### config.mk
export PLATFORM = sky130hd
export DESIGN_NAME = button_event_arbiter_flat
export DESIGN_NICKNAME = d
export VERILOG_FILES = /design/src/rtl/button_event_arbiter_if.sv /design/src/rtl/button_event_arbiter.sv /design/src/flat_wrapper.sv
export SDC_FILE = /design/constraint.sdc
export NUM_CORES = 1
export LEC_CHECK = 0
export BUFFER_PORTS_ARGS = -buffer_cell sky130_fd_sc_hd__buf_2
export CAP_MARGIN = 20
export CORE_MARGIN = 1
export CORE_UTILIZATION = 62
export CTS_BUF_LIST = sky130_fd_sc_hd__clkbuf_8
export CTS_CLUSTER_DIAMETER = 50
export CTS_CLUSTER_SIZE = 30
export DETAILED_ROUTE_END_ITERATION = 8
export GPL_ROUTABILITY_DRIVEN = 0
export PLACE_DENSITY = 0.85
export SLEW_MARGIN = 0
export SYNTH_ARGS = -nofsm -noshare
export SYNTH_HDL_FRONTEND = slang
export SYNTH_SLANG_ARGS = --single-unit
export TNS_END_PERCENT = 1
### constraint.sdc
create_clock -name clk -period 5.5 [get_ports clk]
set_input_delay 1.1 -clock clk [delete_from_list [all_inputs] [get_ports clk]]
set_output_delay 1.1 -clock clk [all_outputs]
set_load 0.005 [all_outputs]
### src/rtl/button_event_arbiter_if.sv
// Event handshake between the button event arbiter and the game-control FSM.
interface button_event_arbiter_if #(
  parameter int unsigned ID_W = 2
);
  logic            evt_valid;
  logic            evt_ready;
  logic [ID_W-1:0] evt_id;
  logic            evt_long;

  modport master (output evt_valid, output evt_id, output evt_long, input evt_ready);
  modport slave  (input evt_valid, input evt_id, input evt_long, output evt_ready);
endinterface

### src/rtl/button_event_arbiter.sv
// Converts debounced button levels into press / long-press events, buffers one
// pending event per button and serves them round-robin over a valid/ready port.
module button_event_arbiter #(
  parameter int unsigned NUM_BTN           = 4,
  parameter int unsigned ID_W              = 2,
  parameter int unsigned LONG_PRESS_CYCLES = 50000000,
  parameter int unsigned CNT_W             = 26
) (
  input  logic                   clk,
  input  logic                   rst,
  input  logic [NUM_BTN-1:0]     btn_level,
  button_event_arbiter_if.master evt,
  output logic [NUM_BTN-1:0]     pending,
  output logic                   overflow,
  input  logic                   clr_overflow
);

  localparam logic [CNT_W-1:0] CNT_MAX = CNT_W'(LONG_PRESS_CYCLES - 1);

  logic [NUM_BTN-1:0] btn_prev;
  logic [NUM_BTN-1:0] armed;
  logic [NUM_BTN-1:0] long_fired;
  logic [NUM_BTN-1:0] slot_long;
  logic [CNT_W-1:0]   hold_cnt [NUM_BTN];
  logic [ID_W-1:0]    rr_ptr;

  logic [NUM_BTN-1:0] press;
  logic [NUM_BTN-1:0] long_ev;
  logic [NUM_BTN-1:0] drain;
  logic [NUM_BTN-1:0] ovf_set;
  logic               load;
  logic               sel_found;
  logic [ID_W-1:0]    sel_idx;
  logic [ID_W-1:0]    scan_idx;
  int unsigned        scan_sum;

  // Event detection and round-robin selection over the pending slots
  always_comb begin
    press     = btn_level & ~btn_prev;
    long_ev   = '0;
    drain     = '0;
    ovf_set   = '0;
    load      = ~evt.evt_valid | evt.evt_ready;
    sel_found = 1'b0;
    sel_idx   = '0;
    scan_idx  = '0;
    scan_sum  = 0;
    for (int unsigned i = 0; i < NUM_BTN; i++) begin
      long_ev[i] = btn_level[i] & armed[i] & ~press[i] & ~long_fired[i] &
                   (hold_cnt[i] == CNT_MAX);
    end
    for (int unsigned k = 0; k < NUM_BTN; k++) begin
      scan_sum = 32'(rr_ptr) + k;
      if (scan_sum >= NUM_BTN) scan_sum = scan_sum - NUM_BTN;
      scan_idx = ID_W'(scan_sum);
      if (!sel_found && pending[scan_idx]) begin
        sel_found = 1'b1;
        sel_idx   = scan_idx;
      end
    end
    for (int unsigned i = 0; i < NUM_BTN; i++) begin
      drain[i]   = load & sel_found & (sel_idx == ID_W'(i));
      ovf_set[i] = (press[i] | long_ev[i]) & pending[i] & ~drain[i];
    end
  end

  // Per-button edge tracking, hold counters and pending slots
  always_ff @(posedge clk or posedge rst) begin
    if (rst) begin
      btn_prev   <= '1;
      armed      <= '0;
      long_fired <= '0;
      pending    <= '0;
      slot_long  <= '0;
      for (int unsigned i = 0; i < NUM_BTN; i++) hold_cnt[i] <= '0;
    end else begin
      btn_prev <= btn_level;
      for (int unsigned i = 0; i < NUM_BTN; i++) begin
        // A button held through reset stays unarmed until it is seen released
        if (!btn_level[i]) armed[i] <= 1'b1;

        if (press[i] || !btn_level[i])              hold_cnt[i] <= '0;
        else if (armed[i] && hold_cnt[i] != CNT_MAX) hold_cnt[i] <= hold_cnt[i] + CNT_W'(1);

        if (!btn_level[i])   long_fired[i] <= 1'b0;
        else if (long_ev[i]) long_fired[i] <= 1'b1;

        if (press[i] || long_ev[i]) begin
          pending[i]   <= 1'b1;
          slot_long[i] <= long_ev[i];
        end else if (drain[i]) begin
          pending[i]   <= 1'b0;
        end
      end
    end
  end

  // Sticky overflow: a new overwrite beats a simultaneous clear
  always_ff @(posedge clk or posedge rst) begin
    if (rst)               overflow <= 1'b0;
    else if (|ovf_set)     overflow <= 1'b1;
    else if (clr_overflow) overflow <= 1'b0;
  end

  // Output register and round-robin pointer
  always_ff @(posedge clk or posedge rst) begin
    if (rst) begin
      evt.evt_valid <= 1'b0;
      evt.evt_id    <= '0;
      evt.evt_long  <= 1'b0;
      rr_ptr        <= '0;
    end else if (load) begin
      if (sel_found) begin
        evt.evt_valid <= 1'b1;
        evt.evt_id    <= sel_idx;
        evt.evt_long  <= slot_long[sel_idx];
        rr_ptr        <= (sel_idx == ID_W'(NUM_BTN - 1)) ? '0 : sel_idx + ID_W'(1);
      end else begin
        evt.evt_valid <= 1'b0;
      end
    end
  end

endmodule
### src/flat_wrapper.sv
// flat-port wrapper written by rule: the top's interface ports become plain ports
module button_event_arbiter_flat 
#(
  parameter int unsigned NUM_BTN           = 4,
  parameter int unsigned ID_W              = 2,
  parameter int unsigned LONG_PRESS_CYCLES = 50000000,
  parameter int unsigned CNT_W             = 26
)
  (clk, rst, btn_level, pending, overflow, clr_overflow, evt_evt_valid, evt_evt_id, evt_evt_long, evt_evt_ready);
  button_event_arbiter_if #(.ID_W(ID_W)) evt_i ();
  input  logic clk;
  input  logic rst;
  input  logic [NUM_BTN-1:0] btn_level;
  output logic [NUM_BTN-1:0] pending;
  output logic overflow;
  input  logic clr_overflow;
  output wire logic [$bits(evt_i.evt_valid)-1:0] evt_evt_valid;
  output wire logic [$bits(evt_i.evt_id)-1:0] evt_evt_id;
  output wire logic [$bits(evt_i.evt_long)-1:0] evt_evt_long;
  input wire logic [$bits(evt_i.evt_ready)-1:0] evt_evt_ready;
  assign evt_evt_valid = evt_i.evt_valid;
  assign evt_evt_id = evt_i.evt_id;
  assign evt_evt_long = evt_i.evt_long;
  assign evt_i.evt_ready = evt_evt_ready;
  button_event_arbiter #(.NUM_BTN(NUM_BTN), .ID_W(ID_W), .LONG_PRESS_CYCLES(LONG_PRESS_CYCLES), .CNT_W(CNT_W)) u_core (.clk(clk), .rst(rst), .btn_level(btn_level), .evt(evt_i), .pending(pending), .overflow(overflow), .clr_overflow(clr_overflow));
endmodule
==> results_dict.tcl, run 1 <==
set metrics [dict create \
    drt_iter0_drc 253 \
    insertedDiodeCount 0 \
    period_share_pct 40.75 \
    root_buffer "clkbuf_8" \
    drc 0 \
    rows 37 \
    whs_ns 0.4832 \
    area_growth_syn_to_layout_pct 9.850 \
    skew_ns 0.01646 \
    synthAdderAreaFrac_pct 0.7680 \
    powerDensity_nw_per_um2 296.5 \
    htree_num_levels 4 \
    synth_area_um2 6516 \
    yosysMostFrequentCell "dfrtp_1" \
    syn_inst 667 \
    core_area_um2 10280 \
    wl_um 13460 \
    initial_core_util_pct 63.40 \
    hp-class "reg2reg" \
    die_area_um2 10920 \
    num_io_pins 17 \
    grt-ovfl-total 0 \
    cp_cell_sequence "buf_2" \
    synth.area.top_cells "dfrtp_1 (49%), xor2_1 (6.3%), nor2_1 (6.2%), xnor2_1 (6.0%), nand2_1 (3.3%)" \
    async_reset_ff_share_pct 100.0 \
    final_cells 839 \
    dp_hpwl_um 8918 \
    slowest_stage "dfrtp_1" \
    cp-endpoint "pending[1]" \
    wl_per_cell_um 16.04 \
    cts_resized 0 \
    final_nets 702 \
    reg2reg_depth 6 \
    dr_total_vias 4925 \
    clkSinkCount 131 \
    cts_buffers 17 \
    startpoint_type "flop" \
    synth_edf_count 0 \
    synth_mux_area_share_pct 0.9409 \
    clockBufferDepth 2 \
    synth_warnings 0 \
    fin_crit_ns 2.241 \
    io_buffer_count 16 \
    seq_area_frac_synth_pct 50.38 \
    crit_arrival_ns 1.14 \
    relSlewSlack_pct 42.45 \
    slew_violations 0 \
    grt_pass1_vias 4905 \
    hold_viol_final 0 \
    synth_common_cells "dfrtp_1 (127), nor2_1 (108), nand2_1 (57)" \
    vias_per_cell 5.870 \
    synth_top_area_cell "dfrtp_1" \
    antenna_found_initial 0 \
    post-place-ws_ns 2.840 \
    rr_startpoint "u_core.hold_cnt[89]" \
    crit_type "reg2out" \
    ys_types 56 \
    netlist.area_leader.share_pct 48.77 \
    worstMarginPinSlew_ns 0.8612 \
    setup_tns_ns 0 \
    synthesis.nets 679 \
    wl_met3_um 491 \
    cts_hold_buf 0 \
    synth_top_family_by_area "simple AND/OR/NAND/NOR gates" \
    synth_flop_cell "dfrtp_1" \
    wl_met1_um 6097 \
    grt_max_degree 81 \
    critPathTopFamily "flip-flops" \
    drt_pre_antenna_iters 4 \
    cts_tree "done" \
    startpoint "u_core.pending[1]" \
    grt_pass1_wl_um 23140 \
    crit_path_max_fanout 8 \
    slowest_delay_ns 0.52 \
    outcome "finished, final reports clean" \
    rrSetupSlack_ns 3.27 \
    synth_compound_gate_area_share_pct 6.010 \
    wl_met2_um 6697 \
    drive_gt1_share_pct 9.388 \
    path_buf_inv 1 \
    worstHoldStart "u_core.slot_long[0]" \
    highest_layer "met4" \
    setup_viol 0 \
    end_kind "output pin" \
    syn_area_per_cell_um2 9.769 \
    place_inst 806 \
    path_depth 1 \
    cts.clk_slew.worst_paths_ns 0.07 \
    rsz0062_at_grt "false" \
    die_h_um 104.5 \
    p_leak_uw 0.002972 \
    setup_slack_ns 3.259 \
    grt_usage_pct 26.64 \
    regToRegEndpoint "u_core.hold_cnt[100]" \
    clkLatencyLatePin_ns 0.46 \
    ys_seq_elements 131 \
    drv_cap 0 \
    cp_data_required_time_ns 4.40 \
    ant_nets 0 \
    ir_drop_mv 0.2817 \
    dieWidth_um 104.5 \
    fmax_ghz 0.4462 \
    synth-xor-area-share_pct 12.37 \
    post_cts.repair.setup_buffers 0 \
    yosys.area_share.simple_pct 27.96 \
    utilization_pct 69.65 \
]
==> layout make-up <==
cell class              count  area, um^2
repair buffers             18       115.1
clock buffers              23       316.6
multi-input cells         509        3131
inverters                  13       51.30
well taps                 136       170.2
fillers                   775        3119
clock inverters             9       91.34
flip-flops and latches    131        3283
==> flip-flops by register name (all words and copies together), names as in the netlist <==
register / count
u_core.armed: 4
u_core.btn_prev: 4
u_core.evt.evt_id: 2
u_core.evt.evt_long: 1
u_core.evt.evt_valid: 1
u_core.hold_cnt: 104
u_core.long_fired: 4
u_core.overflow: 1
u_core.pending: 4
u_core.rr_ptr: 2
u_core.slot_long: 4
==> per-stage QoR <==
stage	total power, uW	area, um^2
final	2123	7158
after detailed placement	1303	6723
after global placement	1285	6723
after global routing	2196	7158
after floorplan	1216	6516
after CTS	2127	7131
==> worst min path at each step <==
stage | end | slack, ns | depth (start not counted)
CTS | u_core.slot_long[0] | 0.49 | 2
global route | u_core.slot_long[0] | 0.52 | 2
finish | u_core.slot_long[0] | 0.48 | 2
floorplan | u_core.slot_long[0] | 0.44 | 2
detailed placement | u_core.slot_long[0] | 0.47 | 2
global placement | u_core.slot_long[0] | 0.46 | 2
==> power breakdown <==
group          leakage, uW  switching [uW]  internal [uW]
Sequential         0.00176            53.3           1000
Clock             0.000224             364            467
Combinational     0.000987             144           95.0
==> cells in the final DEF (no fill, tap or decap), drive strengths merged, types with 3 or more instances in the layout <==
master  synthesis  final
a21oi          25     25
and2            5      5
and3           13     13
and4           18     18
buf             1     18
clkbuf         13     23
dfrtp         127    127
dfstp           4      4
ha              4      4
inv            13     18
mux2i           5      5
nand2          57     57
nand2b         10     10
nand3          39     39
nand4          26     26
nor2          108    108
nor2b           6      6
nor3           20     20
nor3b           4      4
nor4           12     12
nor4b           4      4
nor4bb          3      3
o21ai          17     17
or3            11     11
xnor2          45     45
xor2           47     47
==> layer usage <==
metal | vias to the layer above | track usage (%)
met1 | 2450 | 34.34
met2 | 85 | 44.32
met3 | 17 | 6.203
met5 | - | 0
met4 | 0 | 8.980
li1 | 2373 | -
==> cell families (layout without fill, tap and decap cells) <==
kind of cell | Yosys count | after routing
AOI/OAI and AO/OA | 64 | 64
xor gates and xnor gates | 92 | 92
adders and majority gates | 4 | 4
buffers and inverters | 27 | 63
DFF | 131 | 131
muxes | 6 | 6
and+or+nand+nor | 343 | 343
==> worst min-delay path: stages, from the launching register on <==
cell	delay [ns]
dfrtp_1	0.35
nand2_1	0.05
nand2_1	0.05
No activity file was read; power rests on OpenSTA's default activity.
==> run 2: changes to the inputs <==
--- a/config.mk
+++ b/config.mk
@@ -5,10 +5,11 @@
 export SDC_FILE = /design/constraint.sdc
 export NUM_CORES = 1
 export LEC_CHECK = 0
+export ABC_AREA = 1
 export BUFFER_PORTS_ARGS = -buffer_cell sky130_fd_sc_hd__buf_2
 export CAP_MARGIN = 20
 export CORE_MARGIN = 1
-export CORE_UTILIZATION = 62
+export CORE_UTILIZATION = 59
 export CTS_BUF_LIST = sky130_fd_sc_hd__clkbuf_8
 export CTS_CLUSTER_DIAMETER = 50
 export CTS_CLUSTER_SIZE = 30
==> constraint.sdc (replaced) <==
create_clock -name clk -period 1.9 [get_ports clk]
set_input_delay 0.38 -clock clk [delete_from_list [all_inputs] [get_ports clk]]
set_output_delay 0.38 -clock clk [all_outputs]
set_load 0.005 [all_outputs]
==> results_dict.tcl, run 2 <==
set metrics [dict create \
    outcome "complete, but fails checks" \
    violations "negative setup slack" \
    antenna_found_initial 0 \
    clkLatencyLatePin_ns 0.47 \
    area_growth_syn_to_layout_pct 16.50 \
    synth.area.top_cells "dfrtp_1 (39%), nand2_1 (13%), nor2_1 (6.9%), inv_1 (6.2%), nand3_1 (5.6%)" \
    grt_pass1_wl_um 33240 \
    layout_common_cells "nand2_1 (277), nor2_1 (141), inv_1 (131)" \
    largest_reg_flops 104 \
    largest_register "u_core.hold_cnt" \
    synthesis.nets 1132 \
    p_leak_uw 0.004203 \
    vias_per_cell 5.700 \
    cp_common_cell "nor2_1" \
    netlist.area_leader.share_pct 39.42 \
    slew_violations 0 \
    syn_area_per_cell_um2 7.199 \
    drt_iter0_drc 913 \
    async_reset_ff_share_pct 100.0 \
    cts_buffers 17 \
    die_h_um 118.9 \
    wl_per_cell_um 14.76 \
    fmax_ghz 0.5191 \
    crit_path_max_fanout 5 \
    layout_commonest_cell "nand2_1" \
    post-place-ws_ns -0.03059 \
    drc 0 \
    grt_pass1_vias 7307 \
    seq_area_frac_synth_pct 40.72 \
    pwr-share-seq_pct 41.1 \
    crit_arrival_ns 2.27 \
    ant_nets 0 \
    ys_seq_elements 131 \
    rows 42 \
    core_area_um2 13300 \
    clkSinkCount 131 \
    wl_met3_um 1391 \
    insertedDiodeCount 0 \
    power.switching_uw 2495 \
    grt_usage_pct 29.22 \
    wl_met2_um 9625 \
    drt_pre_antenna_iters 6 \
    grt-ovfl-total 0 \
    syn_inst 1120 \
    clkPwrFrac_pct 35.4 \
    p_int_uw 4957 \
    ir_drop_mv 0.6492 \
    root_buffer "clkbuf_8" \
    io_buffer_count 16 \
    hold_viol_final 0 \
    hp-class "in2reg" \
    dieWidth_um 118.9 \
    critPathTopFamily "simple AND/OR/NAND/NOR gates" \
    path_buf_inv 2 \
    drv_cap 0 \
    setup_viol 2 \
    initial_core_util_pct 60.64 \
    skew_ns 0.01196 \
    finalPower_uw 7452 \
    dr_total_vias 7911 \
    drive_gt1_share_pct 15.18 \
    grt_max_degree 23 \
    swShare_pct 33.48 \
    clockBufferDepth 2 \
    utilization_pct 70.65 \
    dp_hpwl_um 14460 \
    cp_data_required_time_ns 2.25 \
    synth_area_um2 8063 \
    pwr-share-comb_pct 23.5 \
    highest_layer "met4" \
    slowest_stage "dfrtp_1" \
    yosysMostFrequentCell "nand2_1" \
    synth_edf_count 0 \
    powerDensity_nw_per_um2 793.4 \
    num_io_pins 17 \
    setup_tns_ns -0.04954 \
    cts.clk_slew.worst_paths_ns 0.09 \
    end_kind "flop" \
    cts_tree "done" \
    whs_ns 0.04243 \
    period_share_pct 101.4 \
    rrSetupSlack_ns -0.03 \
    relSlewSlack_pct 60.86 \
    crit_type "reg2reg" \
    die_area_um2 14140 \
    htree_num_levels 4 \
    fin_crit_ns 1.926 \
    wl_um 20490 \
    synth_top_area_cell "dfrtp_1" \
    setup_slack_ns -0.02623 \
    worstMarginPinSlew_ns 0.5858 \
    synth_warnings 0 \
    wl_met1_um 8847 \
    ys_types 44 \
    cp_cell_sequence "ha_1 -> inv_2 -> nor3_4 -> nand2_2 -> nor2_4 -> nand4_4 -> nand2_4 -> buf_4 -> nor2_1 -> xnor2_1 -> nor2_1" \
    final_nets 1211 \
    startpoint_type "flop" \
    slowest_delay_ns 0.39 \
    synth_flop_cell "dfrtp_1" \
    rsz0062_at_grt "true" \
    synth_common_cells "nand2_1 (282), nor2_1 (149), inv_1 (134)" \
]
==> run 2: changes by cell type after synthesis, moves of 31 or more <==
cell / before / now
nor2_1: 108 / 149
inv_1: 13 / 134
nand3_1: 38 / 91
xnor2_1: 45 / 9
nand2_1: 57 / 282
o21ai_0: 16 / 47
==> run 2: metal layers <==
metal,track usage [%],vias up
met5,0,-
met4,12.10,0
met3,6.561,63
met2,47.33,382
met1,37.84,3661
li1,-,3805
==> run 2: repair_timing <==
action	4_1_cts	5_1_grt
setup buffers	0	11
pin swaps	0	7
hold buffers	1	0
setup endpoints to repair	15	89
hold endpoints to repair	15	0
gates resized for setup	5	49
cloned	0	1
==> run 2: final timing paths <==
path                            cells after the start           startpoint                   to
worst min-delay path                                1         btn_level[3]   u_core.btn_prev[3]
worst max register to register                     11  u_core.hold_cnt[52]  u_core.hold_cnt[59]
min in group asynchronous                           3                  rst  u_core.hold_cnt[45]
worst max-delay path                               11  u_core.hold_cnt[52]  u_core.hold_cnt[59]
max in group asynchronous                           4                  rst   u_core.btn_prev[2]
worst min register to register                      1  u_core.hold_cnt[83]  u_core.hold_cnt[83]
==> run 2: kinds of logic after synthesis <==
group                    count (synthesis)  share of synthesized area (%)
flip-flops                             131                          40.72
buffers and inverters                  166                          8.519
XOR/XNOR                                48                          5.214
adder cells (fa/ha/maj)                  4                         0.6208
AO/OA/AOI/OAI                          106                          7.402
AND/OR/NAND/NOR                        665                          37.52
==> run 2: cell type report <==
| cell class | instances | area, um^2 |
|---|---|---|
| clock buffers | 17 | 234.0 |
| repair inverters | 1 | 5.005 |
| inverters | 145 | 578.1 |
| fillers | 1034 | 3902 |
| multi-input cells | 823 | 4218 |
| well taps | 176 | 220.2 |
| clock inverters | 15 | 206.4 |
| flip-flops and latches | 131 | 3287 |
| repair buffers | 80 | 644.4 |
==> run 2: worst reg2reg max path, delay by kind of cell (launching register included) <==
| kind | cells | cell delay (ns) |
|---|---|---|
| xor gates and xnor gates | 1 | 0.13 |
| DFF | 1 | 0.39 |
| and+or+nand+nor | 7 | 0.91 |
| buffers and inverters | 2 | 0.21 |
| adders and majority gates | 1 | 0.17 |
==> run 2: power by group through the flow <==
stage	Combinational, uW	Sequential (uW)	Clock, uW
2_1_floorplan	1230	3060	0
3_3_place_gp	1590	3090	0
5_1_grt	1970	3080	2790
6_report	1750	3060	2640
4_1_cts	1640	3050	2670
3_5_place_dp	1630	3100	0
==> run 2: metrics by stage <==
step	cells	area [um^2]
5_1_grt	1388	9393
2_1_floorplan	1120	8066
6_report	1388	9393
3_3_place_gp	1343	8678
4_1_cts	1376	9139
3_5_place_dp	1343	8678
==> run 3: changes to the inputs <==
--- a/config.mk
+++ b/config.mk
@@ -5,17 +5,17 @@
 export SDC_FILE = /design/constraint.sdc
 export NUM_CORES = 1
 export LEC_CHECK = 0
-export ABC_AREA = 1
+export ABC_AREA = 0
 export BUFFER_PORTS_ARGS = -buffer_cell sky130_fd_sc_hd__buf_2
 export CAP_MARGIN = 20
 export CORE_MARGIN = 1
-export CORE_UTILIZATION = 59
+export CORE_UTILIZATION = 58
 export CTS_BUF_LIST = sky130_fd_sc_hd__clkbuf_8
 export CTS_CLUSTER_DIAMETER = 50
 export CTS_CLUSTER_SIZE = 30
 export DETAILED_ROUTE_END_ITERATION = 8
 export GPL_ROUTABILITY_DRIVEN = 0
-export PLACE_DENSITY = 0.85
+export PLACE_DENSITY = 0.84
 export SLEW_MARGIN = 0
 export SYNTH_ARGS = -nofsm -noshare
 export SYNTH_HDL_FRONTEND = slang
==> results_dict.tcl, run 3 (synthesis results as in run 1) <==
set metrics [dict create \
    period_share_pct 109.3 \
    cts.clk_slew.worst_paths_ns 0.08 \
    swShare_pct 26.37 \
    clockBufferDepth 2 \
    initial_core_util_pct 59.85 \
    setup_viol 21 \
    crit_type "reg2reg" \
    drc 0 \
    finish.instance_area_um2 7955 \
    fin_crit_ns 2.077 \
    violations "negative setup slack" \
    whs_ns 0.07061 \
    crit_arrival_ns 2.40 \
    wl_per_cell_um 16.48 \
    drt_iter0_drc 338 \
    largest_reg_flops 104 \
    grt_usage_pct 27.87 \
    drt_pre_antenna_iters 5 \
    pwr-share-seq_pct 48.6 \
    utilization_pct 73.06 \
    cts_tree "done" \
    largest_register "u_core.hold_cnt" \
    p_leak_uw 0.003360 \
    clkLatencyLatePin_ns 0.46 \
    htree_num_levels 4 \
    grt_pass1_vias 5541 \
    pwr-share-comb_pct 12.3 \
    worstMarginPinSlew_ns 0.5190 \
    grt_pass1_wl_um 24930 \
    hp-class "in2reg" \
    area_growth_syn_to_layout_pct 22.08 \
    grt_max_degree 48 \
    final_nets 774 \
    dr_total_vias 5429 \
    outcome "complete, but fails checks" \
    die_h_um 108.0 \
    wl_um 15080 \
    setup_slack_ns -0.1769 \
    relSlewSlack_pct 65.33 \
    insertedDiodeCount 0 \
    rsz0062_at_grt "true" \
    ir_drop_mv 0.6326 \
    powerDensity_nw_per_um2 784.4 \
    reg2reg_depth 6 \
    dieWidth_um 108.0 \
    fmax_ghz 0.4815 \
    cts_buffers 17 \
    dp_hpwl_um 9993 \
    clkSinkCount 131 \
    dpl_cell_area_um2 7242 \
    grt-ovfl-total 0 \
    ant_nets 0 \
    die_area_um2 11660 \
    crit_path_max_fanout 5 \
    n_fill_cell 693 \
    power.switching_uw 1645 \
    slew_violations 0 \
    end_kind "flop" \
    antenna_found_initial 0 \
    rows 38 \
    drive_gt1_share_pct 22.06 \
    io_buffer_count 16 \
    startpoint_type "flop" \
    cp_data_required_time_ns 2.23 \
    holdPathStages 1 \
    skew_ns 0.01045 \
    clkPwrFrac_pct 39.1 \
    core_area_um2 10890 \
    vias_per_cell 5.933 \
    drv_cap 0 \
    layout_commonest_cell "dfrtp_1" \
    p_int_uw 4594 \
    layout_common_cells "dfrtp_1 (126), nor2_1 (107), buf_4 (70)" \
    hold_viol_final 0 \
    root_buffer "clkbuf_8" \
    num_io_pins 17 \
]
run 3: what timing repair did:
item,4_1_cts,5_1_grt
setup buffers,5,3
hold buffers,1,0
endpoints found under the hold margin,18,0
gates resized for setup,17,27
pin swaps,10,24
endpoints found under the setup margin,20,76
cloned,0,0
run 3: final cells by class:
class	count	area [um^2]	area share, %
Clock inverter	9	100.1	1.258
Inverter	13	52.55	0.6606
Clock buffer	23	316.6	3.979
Tap cell	140	175.2	2.202
Sequential cell	131	3284	41.29
Multi-Input combinational cell	509	3359	42.23
Timing Repair Buffer	90	666.9	8.383
run 3: path summary, 6_finish.rpt:
path	startpoint	endpoint	slack, ns
max	u_core.hold_cnt[60]	u_core.hold_cnt[66]	-0.18
min	btn_level[0]	u_core.btn_prev[0]	0.07
max reg2reg	u_core.hold_cnt[60]	u_core.hold_cnt[66]	-0.18
min reg2reg	u_core.slot_long[0]	u_core.slot_long[0]	0.48
max in group asynchronous	rst	u_core.hold_cnt[68]	0.70
min in group asynchronous	rst	u_core.hold_cnt[75]	0.51
run 3: routing by layer:
| layer | wire, um | up-vias | part of all wire (%) | global-route usage, % |
|---|---|---|---|---|
| li1 | - | 2518 | - | - |
| met1 | 6024 | 2713 | 40 | 31.97 |
| met2 | 7961 | 156 | 53 | 47.77 |
| met3 | 645 | 42 | 4.3 | 6.570 |
| met4 | 449 | 0 | 3.0 | 15.75 |
| met5 | 0 | - | 0 | 0 |
run 3: per-stage QoR:
| stage | instances | total power [uW] | setup WS [ns] | setup TNS (ns) |
|---|---|---|---|---|
| final | 915 | 6240 | -0.1769 | -1.142 |
| after global routing | 915 | 6493 | -0.2355 | -4.418 |
| after CTS | 913 | 6247 | -0.04033 | -0.06644 |
| after detailed placement | 875 | 3817 | -0.1822 | -0.5642 |
| after global placement | 875 | 3792 | -0.03746 | -0.03746 |
| after floorplan | 667 | 3521 | -0.09994 | -12.69 |
run 3: power groups by stage:
stage	registers (uW)	clock network, uW	logic (uW)
after global routing	3050	2610	839
final	3030	2440	766
after CTS	3030	2470	749
after floorplan	3050	0	475
after detailed placement	3080	0	741
after global placement	3070	0	720
run 3: critical path, stage by stage (launching register included):
cell and delay, ns:
dfrtp_1 0.39, or4b_4 0.54, and4b_2 0.38, a21o_1 0.24, nor3_2 0.08, xnor2_1 0.23, nor2_1 0.08
